**config.mk**
```make
export PLATFORM = sky130hd
export DESIGN_NAME = fp_int_multiplier
export DESIGN_NICKNAME = d
export VERILOG_FILES = /design/src/rtl/fp_int_multiplier.sv
export SDC_FILE = /design/constraint.sdc
export NUM_CORES = 1
export LEC_CHECK = 0
export ABC_AREA = 1
export CORE_MARGIN = 4
export CORE_UTILIZATION = 60
export DETAILED_ROUTE_END_ITERATION = 16
export GPL_ROUTABILITY_DRIVEN = 0
export PLACE_DENSITY = 0.83
export SETUP_SLACK_MARGIN = 0.5
export SLEW_MARGIN = 30
export SYNTH_ARGS = -nofsm -noshare
export SYNTH_HDL_FRONTEND = slang
export SYNTH_SLANG_ARGS = --single-unit
```
**constraint.sdc**
```tcl
create_clock -name clk -period 4.9 [get_ports clk]
set_clock_uncertainty 0.1 [all_clocks]
set_input_delay 0.735 -clock clk [delete_from_list [all_inputs] [get_ports clk]]
set_output_delay 0.735 -clock clk [all_outputs]
set_load 0.02 [all_outputs]
```
**src/rtl/fp_int_multiplier.sv**
```systemverilog
// fp_int_multiplier: radix-2 shift-add 32x32 MULT/MULTU writing a 64-bit product to the FP register file
module fp_int_multiplier #(
    parameter int WIDTH = 32
) (
    input  logic               clk,
    input  logic               reset,
    input  logic               start,
    input  logic               signed_op,
    input  logic [WIDTH-1:0]   opA,
    input  logic [WIDTH-1:0]   opB,
    input  logic [4:0]         rd,
    input  logic               flush,
    output logic               busy,
    output logic               regWr,
    output logic [4:0]         rW,
    output logic [2*WIDTH-1:0] busW
);
    localparam int CW = $clog2(WIDTH);
    typedef enum logic [1:0] {IDLE, RUN, DONE} state_t;
    state_t             state_q, state_d;
    logic [2*WIDTH-1:0] acc_q, acc_d, busw_q, busw_d;
    logic [WIDTH-1:0]   mcand_q, mcand_d, mplr_q, mplr_d, mag_a, mag_b;
    logic [CW-1:0]      count_q, count_d;
    logic               sign_q, sign_d, reg_wr_q, reg_wr_d;
    logic [4:0]         rd_q, rd_d, rw_q, rw_d;
    logic [WIDTH:0]     sum;
    // Operand magnitudes; the most negative value maps to 2^(WIDTH-1), which still fits unsigned
    always_comb begin
        mag_a = (signed_op & opA[WIDTH-1]) ? -opA : opA;
        mag_b = (signed_op & opB[WIDTH-1]) ? -opB : opB;
    end
    // Next-state: accept, one multiplier bit retired per RUN cycle, sign fix-up and write in DONE
    always_comb begin
        state_d  = state_q;
        acc_d    = acc_q;
        mcand_d  = mcand_q;
        mplr_d   = mplr_q;
        count_d  = count_q;
        sign_d   = sign_q;
        rd_d     = rd_q;
        reg_wr_d = 1'b0;
        rw_d     = rw_q;
        busw_d   = busw_q;
        sum      = {1'b0, acc_q[2*WIDTH-1:WIDTH]} + {1'b0, mplr_q[0] ? mcand_q : '0};
        case (state_q)
            IDLE: if (start && !flush) begin
                state_d = RUN;
                acc_d   = '0;
                mcand_d = mag_a;
                mplr_d  = mag_b;
                count_d = '0;
                sign_d  = signed_op & (opA[WIDTH-1] ^ opB[WIDTH-1]);
                rd_d    = rd;
            end
            RUN: if (flush) begin
                state_d = IDLE;
            end else begin
                acc_d   = {sum, acc_q[WIDTH-1:1]};
                mplr_d  = mplr_q >> 1;
                count_d = count_q + 1'b1;
                state_d = (count_q == CW'(WIDTH-1)) ? DONE : RUN;
            end
            DONE: begin
                state_d = IDLE;
                if (!flush) begin
                    reg_wr_d = (rd_q != 5'd0);
                    rw_d     = rd_q;
                    busw_d   = sign_q ? -acc_q : acc_q;
                end
            end
            default: state_d = IDLE;
        endcase
    end
    // State and datapath registers with synchronous reset
    always_ff @(posedge clk) begin
        if (reset) begin
            state_q  <= IDLE;
            acc_q    <= '0;
            mcand_q  <= '0;
            mplr_q   <= '0;
            count_q  <= '0;
            sign_q   <= 1'b0;
            rd_q     <= '0;
            reg_wr_q <= 1'b0;
            rw_q     <= '0;
            busw_q   <= '0;
        end else begin
            state_q  <= state_d;
            acc_q    <= acc_d;
            mcand_q  <= mcand_d;
            mplr_q   <= mplr_d;
            count_q  <= count_d;
            sign_q   <= sign_d;
            rd_q     <= rd_d;
            reg_wr_q <= reg_wr_d;
            rw_q     <= rw_d;
            busw_q   <= busw_d;
        end
    end
    assign busy  = (state_q != IDLE);
    assign regWr = reg_wr_q;
    assign rW    = rw_q;
    assign busW  = busw_q;
endmodule

```
Word level (Yosys, flattened, before mapping)

Index checks and enable logic that the tools add are counted.

Input bits: 74
Word-level logic and storage cells: 53
Output and inout bits: 71
Flip-flop bits (word level): 211

Reductions and logical operators: 10
Eq/ne operators: 5
Add/sub/neg operators: 5
Bitwise operators: 6
Muxes and demuxes: 17

Operator list:

| kind                  | number |
|---|---|
| $mux W64              | 3 |
| $mux W32              | 5 |
| $pmux W64 S2          | 1 |
| $neg A32 Y32          | 2 |
| $neg A64 Y64          | 1 |
| $pmux W32 S2          | 1 |
| $add A32 B32 Y33      | 1 |
| $mux W5               | 2 |
| $pmux W5 S2           | 1 |
| $mux W2               | 3 |
| $add A5 B1 Y5 const B | 1 |
| $eq A5 B5 Y1 const B  | 1 |
| $reduce_bool A5 Y1    | 1 |
| $ne A2 B2 Y1 const B  | 2 |
| $pmux W2 S2           | 1 |
| $reduce_and A2 Y1     | 2 |
| $reduce_bool A2 Y1    | 2 |
| $and A1 B1 Y1         | 3 |
| $reduce_and A3 Y1     | 1 |
| $reduce_or A3 Y1      | 1 |
| $eq A2 B1 Y1 const B  | 1 |
| $eq A2 B2 Y1 const B  | 1 |
| $logic_not A2 Y1      | 1 |
| $not A1 Y1            | 2 |
| other kinds (3)       | 3 |

Logic depth before layout (Yosys ltp)

Gate-level depths: netlist of the first run.

Depth in word-level cells: 4
Depth in mapped cells: 18
Mapped depth without buffers: 16

Worst setup path after synthesis of the first run

OpenSTA, ideal clock, no wires.

Path type: reg-to-reg
Start: register mplr_q[0]
End: register acc_q[63]
Clock period less this slack: 2.397 ns
Buffers on the path: 2
Arrival time: 2.227 ns
Cell stages (with the launch flop): 19
Path slack: 2.503 ns
Cells stage by stage: dfxtp_1 -> clkbuf_1 -> clkbuf_1 -> nand2_1 -> inv_1 -> ha_1 -> inv_1 -> fa_1 -> inv_1 -> nand3_1 -> nand3_1 -> nand2_1 -> nand2_1 -> nand2_1 -> nand2_1 -> nand3_1 -> nand2_1 -> nand2_1 -> a21oi_1

Longest elaborated chain between the ends: 4

RTL lines:

| item                   | line | source |
|---|---|---|
| start, declared        | 22   | `logic [WIDTH-1:0] mcand_q, mcand_d, mplr_q, mplr_d, mag_a, mag_b;` |
| start signal, assigned | 91   | `mplr_q <= mplr_d;` |
| $mux W32               | 44   | `sum = {1'b0, acc_q[2*WIDTH-1:WIDTH]} + {1'b0, mplr_q[0] ? mcand_q : '0};` |
| $add A32 B32 Y33       | 44   |  |
| $mux W64               | 55   | `RUN: if (flush) begin` |
| $pmux W64 S2           | 45   | `case (state_q)` |
| end signal, assigned   | 78   | `acc_q <= '0;` |
| end signal, assigned   | 89   | `acc_q <= acc_d;` |
| end, declared          | 21   | `logic [2*WIDTH-1:0] acc_q, acc_d, busw_q, busw_d;` |

Every way passes these cells. The select of a mux whose other input is x is not followed.
A chain may end at the register's enable or synchronous reset.

Final worst setup path of the first run

Start: input opB[31]
End: register mplr_q[21]

Longest elaborated chain between the ends: 4

RTL lines:

| item            | line | source |
|---|---|---|
| start, declared | 10   | `input logic [WIDTH-1:0] opB,` |
| $and A1 B1 Y1   | 30   | `mag_b = (signed_op & opB[WIDTH-1]) ? -opB : opB;` |
| $mux W32        | 30   |  |
| $mux W32        | 46   | `IDLE: if (start && !flush) begin` |
| $pmux W32 S2    | 45   |  |

Every way passes these cells. The select of a mux whose other input is x is not followed.

==> metrics.md, run 1 <==
| Metric | Value |
|---|---|
| Status | `finished clean` |
| Pin count of the biggest net entering global routing | `between 90 and 100` |
| Cts hold-fix bufs | `0` |
| Wire per inst | `14.6 um` |
| First-pass DRT Iterations | `8` |
| Overall Global Routing Usage | `a little under 30%` |
| Hold Path End | `mplr_q[2]$_SDFFE_PP0P_` |
| Placed cells | `approximately 2800` |
| Worst hold path cell count | `2` |
| Initial antenna violation count | `0` |
| Worst path cell trace | `clkdlybuf4s50_1 -> nand2_1 -> inv_1 -> o21ai_1 -> nand3_1 -> nor2_2 -> a21oi_1 -> o21ai_1 -> a21oi_1` |
| Starting Density | `between 60% and 70%` |
| Area grow syn2layout | `15.8%` |
| Register area share after synthesis | `between 20 and 30%` |
| Fin crit period | `approximately 2.9 ns` |
| VDD IR max | `around 0.23 mV` |
| Die Y | `164 um` |
| Vias in the first global route | `~14000` |
| MaxCap Viol Count | `0` |
| Vias | `15800` |
| Core Util, Final | `between 70% and 80%` |
| Clk Latency, worst-skew pair | `~0.53 ns` |
| Setup violations, final | `0` |
| RR Endpoint | `acc_q[4]$_SDFFE_PP0P_` |
| Startpoint Class | `input port` |
| CP required | `5.25 ns` |
| Post-synth EDFFs | `0` |
| Final worst path period share | `59.6%` |
| H-tree depth | `1` |
| LEAKAGE | `8.29 nW` |
| Slew Limit Fails | `0` |
| Hold crit path type | `reg -> reg` |
| Post-cts sizing count | `0` |
| Worst EP arrival | `between 3 and 4 ns` |
| Min-delay src | `mplr_q[2]$_SDFFE_PP0P_` |
| Worst Path Buf+Inv | `2` |
| DR iter-0 viols | `~1300` |
| Synthesized flop and latch total | `~210` |
| Die area | `between 0.02 and 0.03 mm^2` |
| WS Path Type | `in -> reg` |
| Die Width | `approximately 160 um` |
| GR Overflow Total | `0` |
| Crit end category | `flop` |
| Post-synth ARST share | `0%` |
| Share of layout cells above drive strength 1 | `5.48%` |
| Nets | `about 2600` |
| Max Fanout on Critical Path | `31` |
| Share of the synthesized area in the top cell type | `just under 30%` |
| Syn Std Cell Area | `around 0.015 mm^2` |
| Clock transition at path regs | `0.06 ns` |
| Ant. Diodes | `0` |
| ANT nets after route | `0` |
| Fin cells | `2856` |
| Routed wire length | `about 42000 um` |
| TNS Setup | `0 ns` |
| Core Rows | `56` |
| Max clock buf depth | `3` |
| Register-to-register setup slack | `2.34 ns` |
| First-pass GRT wire length | `between 60000 and 70000 um` |
| Yosys top cell by area | `dfxtp_1` |
| Final-report hold violation count | `0` |
| CTS Buf Count | `23` |
| Slew at the pin closest to its max-slew limit | `about 0.96 ns` |
| Hpwl dp | `31000 um` |
| R2r startpoint | `state_q[1]$_SDFFE_PP0P_` |
| Worst-case reg-to-reg path depth | `7` |
| P per Cell Area | `254 mW/mm^2` |
| Clock Tree Root | `clkbuf_16` |
| Crit path max-delay family | `buffers and inverters` |
| Drt drc | `0` |
| Clock Sinks | `around 210` |
| CTS tree | `yes` |
| Fmax | `between 300 and 400 MHz` |
| RSZ-0062 raised after global routing | `false` |
| Max stage delay on crit path | `between 0.7 and 0.8 ns` |
| Most frequent cell after synthesis | `nand2_1` |
| IO Port Bufs | `between 100 and 150` |
| Ys flop type | `dfxtp_1` |
| Placeable core area | `between 0.02 and 0.025 mm^2` |
| Post-CTS setup buffer count | `0` |
| Mapped Avg Cell Area | `about 6 um^2` |
| Slowest CP cell | `inv_1` |
| Syn Inst Count | `approximately 2400` |
| Synth Warn # | `0` |
| Synth top cells by count | `nand2_1, inv_1, nor2_1, dfxtp_1, nand3_1` |
| Post-Synthesis Net Count | `between 2000 and 3000` |
| Top post-synthesis cells by area | `dfxtp_1, nand2_1, inv_1` |
| I/O pin cnt | `about 150` |
| Via density | `approximately 5.5` |
| Hold WS | `around 0.38 ns` |
| Netlist cell types | `52` |
| Worst relative slew slack | `between 30% and 40%` |
metrics by stage:
| stage | power (mW) | cell area [um^2] | setup WS (ns) |
|---|---|---|---|
| 2_1_floorplan | 2.37 | 14600 | 2.50 |
| 3_3_place_gp | 2.57 | 16200 | 1.57 |
| 3_5_place_dp | 2.59 | 16200 | 1.47 |
| 4_1_cts | 4.30 | 16900 | 2.04 |
| 5_1_grt | 4.46 | 16900 | 1.76 |
| 6_report | 4.30 | 16900 | 1.98 |
kinds of logic (layout without fill, tap and decap cells):
logic type / count (synthesis) / count (layout) / synth area share (%)
DFF: 211 / 211 / 28.9
adders and majority gates: 38 / 38 / 3.31
and+or+nand+nor: 1326 / 1326 / 38.5
buffers and inverters: 432 / 540 / 11.5
AOI/OAI and AO/OA: 381 / 381 / 15.3
xor gates and xnor gates: 41 / 41 / 2.46
cells in the final DEF, fill, tap and decap left out, types with 21 or more instances in the layout:
master	Yosys	layout
nand4_1	25	25
dfxtp_1	211	210
clkdlybuf4s50_1	0	143
xor2_1	37	37
nand3_1	202	202
clkbuf_16	0	23
nand2_1	725	725
a21oi_1	170	170
inv_1	335	335
a22oi_1	21	21
nor2_1	276	275
ha_1	37	37
o21ai_0	109	109
per-layer routing:
layer	wire length, um	global-route usage, %	share of wire, %
met5	0	0	0
met4	1340	9.76	3.2
met3	3770	4.27	9.0
met2	19100	49.9	46
met1	17600	39.7	42
how the worst max path moves through the flow:
| stage | from | endpoint | cells after the start |
|---|---|---|---|
| CTS | opB[31] | mplr_q[25]$_SDFFE_PP0P_ | 10 |
| finish | opB[31] | mplr_q[21]$_SDFFE_PP0P_ | 9 |
| global route | opB[31] | mplr_q[25]$_SDFFE_PP0P_ | 10 |
| global placement | flush | mplr_q[1]$_SDFFE_PP0P_ | 9 |
| detailed placement | opB[31] | mplr_q[25]$_SDFFE_PP0P_ | 10 |
| floorplan | mplr_q[0]$_SDFFE_PP0P_ | acc_q[63]$_SDFFE_PP0P_ | 18 |
registers in the layout, indices dropped and copies added, names as in the netlist:
name and cells:
mplr_q 32, sign_q 1, acc_q 64, rW 5, rd_q 5, state_q 2
regWr 1, mcand_q 32, count_q 5, busW 64
cell type report:
| type | count | area, um^2 |
|---|---|---|
| clock buffers | 35 | 671 |
| clock inverters | 7 | 81.3 |
| fillers | 2141 | 6780 |
| inverters | 343 | 1290 |
| multi-input cells | 1786 | 8710 |
| flip-flops and latches | 211 | 4230 |
| well taps | 319 | 399 |
| repair buffers | 155 | 1530 |
worst register-to-register path, cell delays in order, from the launching register on:
cell and delay (ns):
dfxtp_1 0.37, inv_1 0.10, nand2_1 0.22, nor2_4 0.07, nor2_4 0.63, clkinv_2 0.51
o21ai_0 0.36, nor2_1 0.08
where the power goes:
| part | total, mW | internal, mW | leakage (nW) | switching (mW) |
|---|---|---|---|---|
| sequential | 1.83 | 1.78 | 1.72 | 0.0540 |
| combinational | 0.737 | 0.248 | 6.21 | 0.488 |
| clock | 1.73 | 1.00 | 0.368 | 0.724 |
(Power assumes the default switching activity.)
==> run 2: changes to the inputs <==
- CORE_UTILIZATION: 60 -> 59
- PLACE_DENSITY: 0.83 -> 0.82
- clock period: 4.9 -> 2.8 ns (I/O delays scaled with it)
==> run 2 against run 1 <==
  * Sequential share of layout area shrank 1.1 points
  * Non-clock buffer count grew 21
  * Register-to-register slack lost 1.9 ns
  * Via count grew 1.6%
  * Cell count grew 0.77%
  * Setup slack lost 1.5 ns
  * Clock power grew 72%
  * Wire length grew 5.0%
  * Worst hold slack lost 0.19 ns
  * Combinational power grew 82%
  * Flip-flop and latch count is the same
  * Die area grew 1.6%
==> metrics.md, run 2 (synthesis gave the netlist of run 1 again) <==
| Metric | Value |
|---|---|
| Status | `finished clean` |
| Wire per inst | `15.3 um (+4.2%)` |
| RR Endpoint | `acc_q[45]$_SDFFE_PP0P_` |
| Final worst path period share | `around 83%` |
| Clock transition at path regs | `0.06 ns (about the same)` |
| Register-to-register setup slack | `0.47 ns (-1.87 ns)` |
| P per Cell Area | `426 mW/mm^2 (+68%)` |
| Die Y | `165 um (+0.80%)` |
| I/O pin cnt | `145 (unchanged)` |
| Clock Tree Root | `clkbuf_16` |
| Via density | `5.59 (+0.81%)` |
| Multi-input gate area | `0.00923 mm^2 (+6.0%)` |
| ANT nets after route | `0 (unchanged)` |
| Starting Density | `60.1% (-1.6 points)` |
| Nets | `2653 (+0.80%)` |
| Slowest CP cell | `dfxtp_4` |
| Worst relative slew slack | `64.5% (+29 points)` |
| Worst-case reg-to-reg path depth | `13 (+6)` |
| Clock Sinks | `211 (unchanged)` |
| Fin crit period | `between 2 and 2.5 ns` |
| Hold Path End | `mplr_q[4]$_SDFFE_PP0P_` |
| Final WS setup | `0.470 ns (-1.51 ns)` |
| Slew Limit Fails | `0 (unchanged)` |
| Startpoint Class | `flop` |
| IO Port Bufs | `144 (unchanged)` |
| Clock power share | `39.6% (-0.7 points)` |
| Vias | `16100 (+1.6%)` |
| Fmax | `~430 MHz` |
| Power Internal | `5.31 mW (+75%)` |
| WS Path Type | `reg -> reg` |
| Combinational fraction of design power | `17.8% (+0.7 points)` |
| CTS tree | `yes` |
| Cell mode on critical path | `nand2_1` |
| TNS Setup | `0 ns (unchanged)` |
| LEAKAGE | `8.41 nW (+1.3%)` |
| Max clock buf depth | `3 (unchanged)` |
| Placeable core area | `0.0243 mm^2 (+2.7%)` |
| Routed wire length | `43900 um (+5.0%)` |
| RSZ-0062 raised after global routing | `true` |
| Crit end category | `flop` |
| GR Overflow Total | `0 (unchanged)` |
| Final-report hold violation count | `0 (unchanged)` |
| Pre-CTS WS | `0.361 ns (-1.11 ns)` |
| Min-delay src | `reset` |
| Die area | `0.0273 mm^2 (+1.6%)` |
| Reg area | `0.00423 mm^2 (+0.15%)` |
| First-pass DRT Iterations | `9 (+1)` |
| H-tree depth | `1 (unchanged)` |
| Max stage delay on crit path | `0.42 ns (-0.34 ns)` |
| Core Util, Final | `72.7% (+1.3 points)` |
| Commonest non-fill, non-tap cell in the layout | `nand2_1` |
| Clk Latency, worst-skew pair | `0.53 ns (about the same)` |
| R2r startpoint | `mplr_q[0]$_SDFFE_PP0P_` |
| Overall Global Routing Usage | `30.2% (+0.41 points)` |
| Core Rows | `57 (+1.8%)` |
| Share of layout cells above drive strength 1 | `10.3% (+4.9 points)` |
| Worst path cell trace | `buf_12 -> nand2_1 -> inv_1 -> ha_4 -> nand2_1 -> nand2_1 -> nand2_1 -> nand2_1 -> a21oi_2 -> nand2_2 -> or2_2 -> nand3_1 -> a21oi_1` |
| Hold crit path type | `in -> reg` |
| Sequential Power Share | `42.6% (about the same)` |
| Net Sw Frac | `29.4% (-0.082 points)` |
| Max Fanout on Critical Path | `8 (-74%)` |
| Die Width | `165 um (+0.80%)` |
| Fillers | `2021 (-5.6%)` |
| Worst hold path cell count | `2 (unchanged)` |
| Hpwl dp | `31600 um (+2.1%)` |
| Worst EP arrival | `2.62 ns (-0.65 ns)` |
| Sw Pwr | `2.21 mW (+75%)` |
| Slew at the pin closest to its max-slew limit | `0.532 ns (-0.428 ns)` |
| MaxCap Viol Count | `0 (unchanged)` |
| Most frequent cells in the layout | `nand2_1, inv_1, nor2_1, dfxtp_1, nand3_1` |
| DR iter-0 viols | `1511 (+14%)` |
| VDD IR max | `0.456 mV (+98%)` |
| Drt drc | `0 (unchanged)` |
| Vias in the first global route | `14600 (+3.4%)` |
| Area grow syn2layout | `21.1%` |
| First-pass GRT wire length | `68900 um (+2.9%)` |
| Pin count of the biggest net entering global routing | `109 (+15%)` |
| Ant. Diodes | `0 (unchanged)` |
| CTS Buf Count | `23 (unchanged)` |
| Setup violations, final | `0 (unchanged)` |
| Initial antenna violation count | `0 (unchanged)` |
| CP required | `3.09 ns (-2.16 ns)` |
-- run 2: area by class of cell --
cell class | instances | share of cell area [%]
Multi-Input combinational cell | 1786 | 52.2
Sequential cell | 211 | 23.9
Timing Repair Buffer | 176 | 10.1
Inverter | 343 | 7.29
Clock buffer | 31 | 3.71
Tap cell | 324 | 2.29
Clock inverter | 7 | 0.460
-- run 2: power by group through the flow --
stage	clock network, mW	registers (mW)	logic, mW
finish	2.98	3.20	1.34
global route	3.15	3.21	1.48
CTS	3.02	3.20	1.30
detailed placement	0	3.26	1.30
global placement	0	3.26	1.27
floorplan	0	3.23	0.910
-- run 2: metal layers --
| layer | GRT usage (%) | vias to the layer above | part of all wire, % |
|---|---|---|---|
| li1 | - | 7973 | - |
| met1 | 40.8 | 7181 | 42 |
| met2 | 49.8 | 786 | 45 |
| met3 | 4.52 | 144 | 8.8 |
| met4 | 9.75 | 0 | 4.0 |
| met5 | 0 | - | 0 |
-- run 2: metrics by stage --
stage	power [mW]	cell area, um^2	std cells	hold slack [ns]
floorplan	4.14	14600	2429	0.327
CTS	7.52	17100	2873	0.169
global route	7.84	17700	2878	0.186
detailed placement	4.56	16300	2834	0.343
global placement	4.53	16300	2834	0.343
finish	7.53	17700	2878	0.190
-- run 2: worst max-delay path by stage --
stage                           start                       to  slack [ns]  depth (start not counted)
2_1_floorplan  mplr_q[0]$_SDFFE_PP0P_   acc_q[63]$_SDFFE_PP0P_        0.51                         18
3_3_place_gp                    flush   mplr_q[1]$_SDFFE_PP0P_        0.43                          9
3_5_place_dp                   opB[1]  mplr_q[30]$_SDFFE_PP0P_        0.36                         10
4_1_cts        mplr_q[0]$_SDFFE_PP0P_   acc_q[45]$_SDFFE_PP0P_        0.49                         13
5_1_grt        mplr_q[0]$_SDFFE_PP0P_   acc_q[45]$_SDFFE_PP0P_        0.36                         13
6_report       mplr_q[0]$_SDFFE_PP0P_   acc_q[45]$_SDFFE_PP0P_        0.47                         13
-- run 2: critical path, delay by kind of cell (launching register included) --
kind / cells / cell delay (ns)
AND/OR/NAND/NOR: 8 / 0.93
adder cells (fa/ha/maj): 1 / 0.24
AO/OA/AOI/OAI: 2 / 0.23
buffers and inverters: 2 / 0.25
flip-flops: 1 / 0.42
-- run 2: timing repair --
action                                  in CTS  in global routing
gates resized for setup                      5                121
pin swaps                                    1                 10
endpoints found under the setup margin      13                 25
setup buffers                                1                  3
hold buffers                                 0                  0
gates cloned                                 0                  2
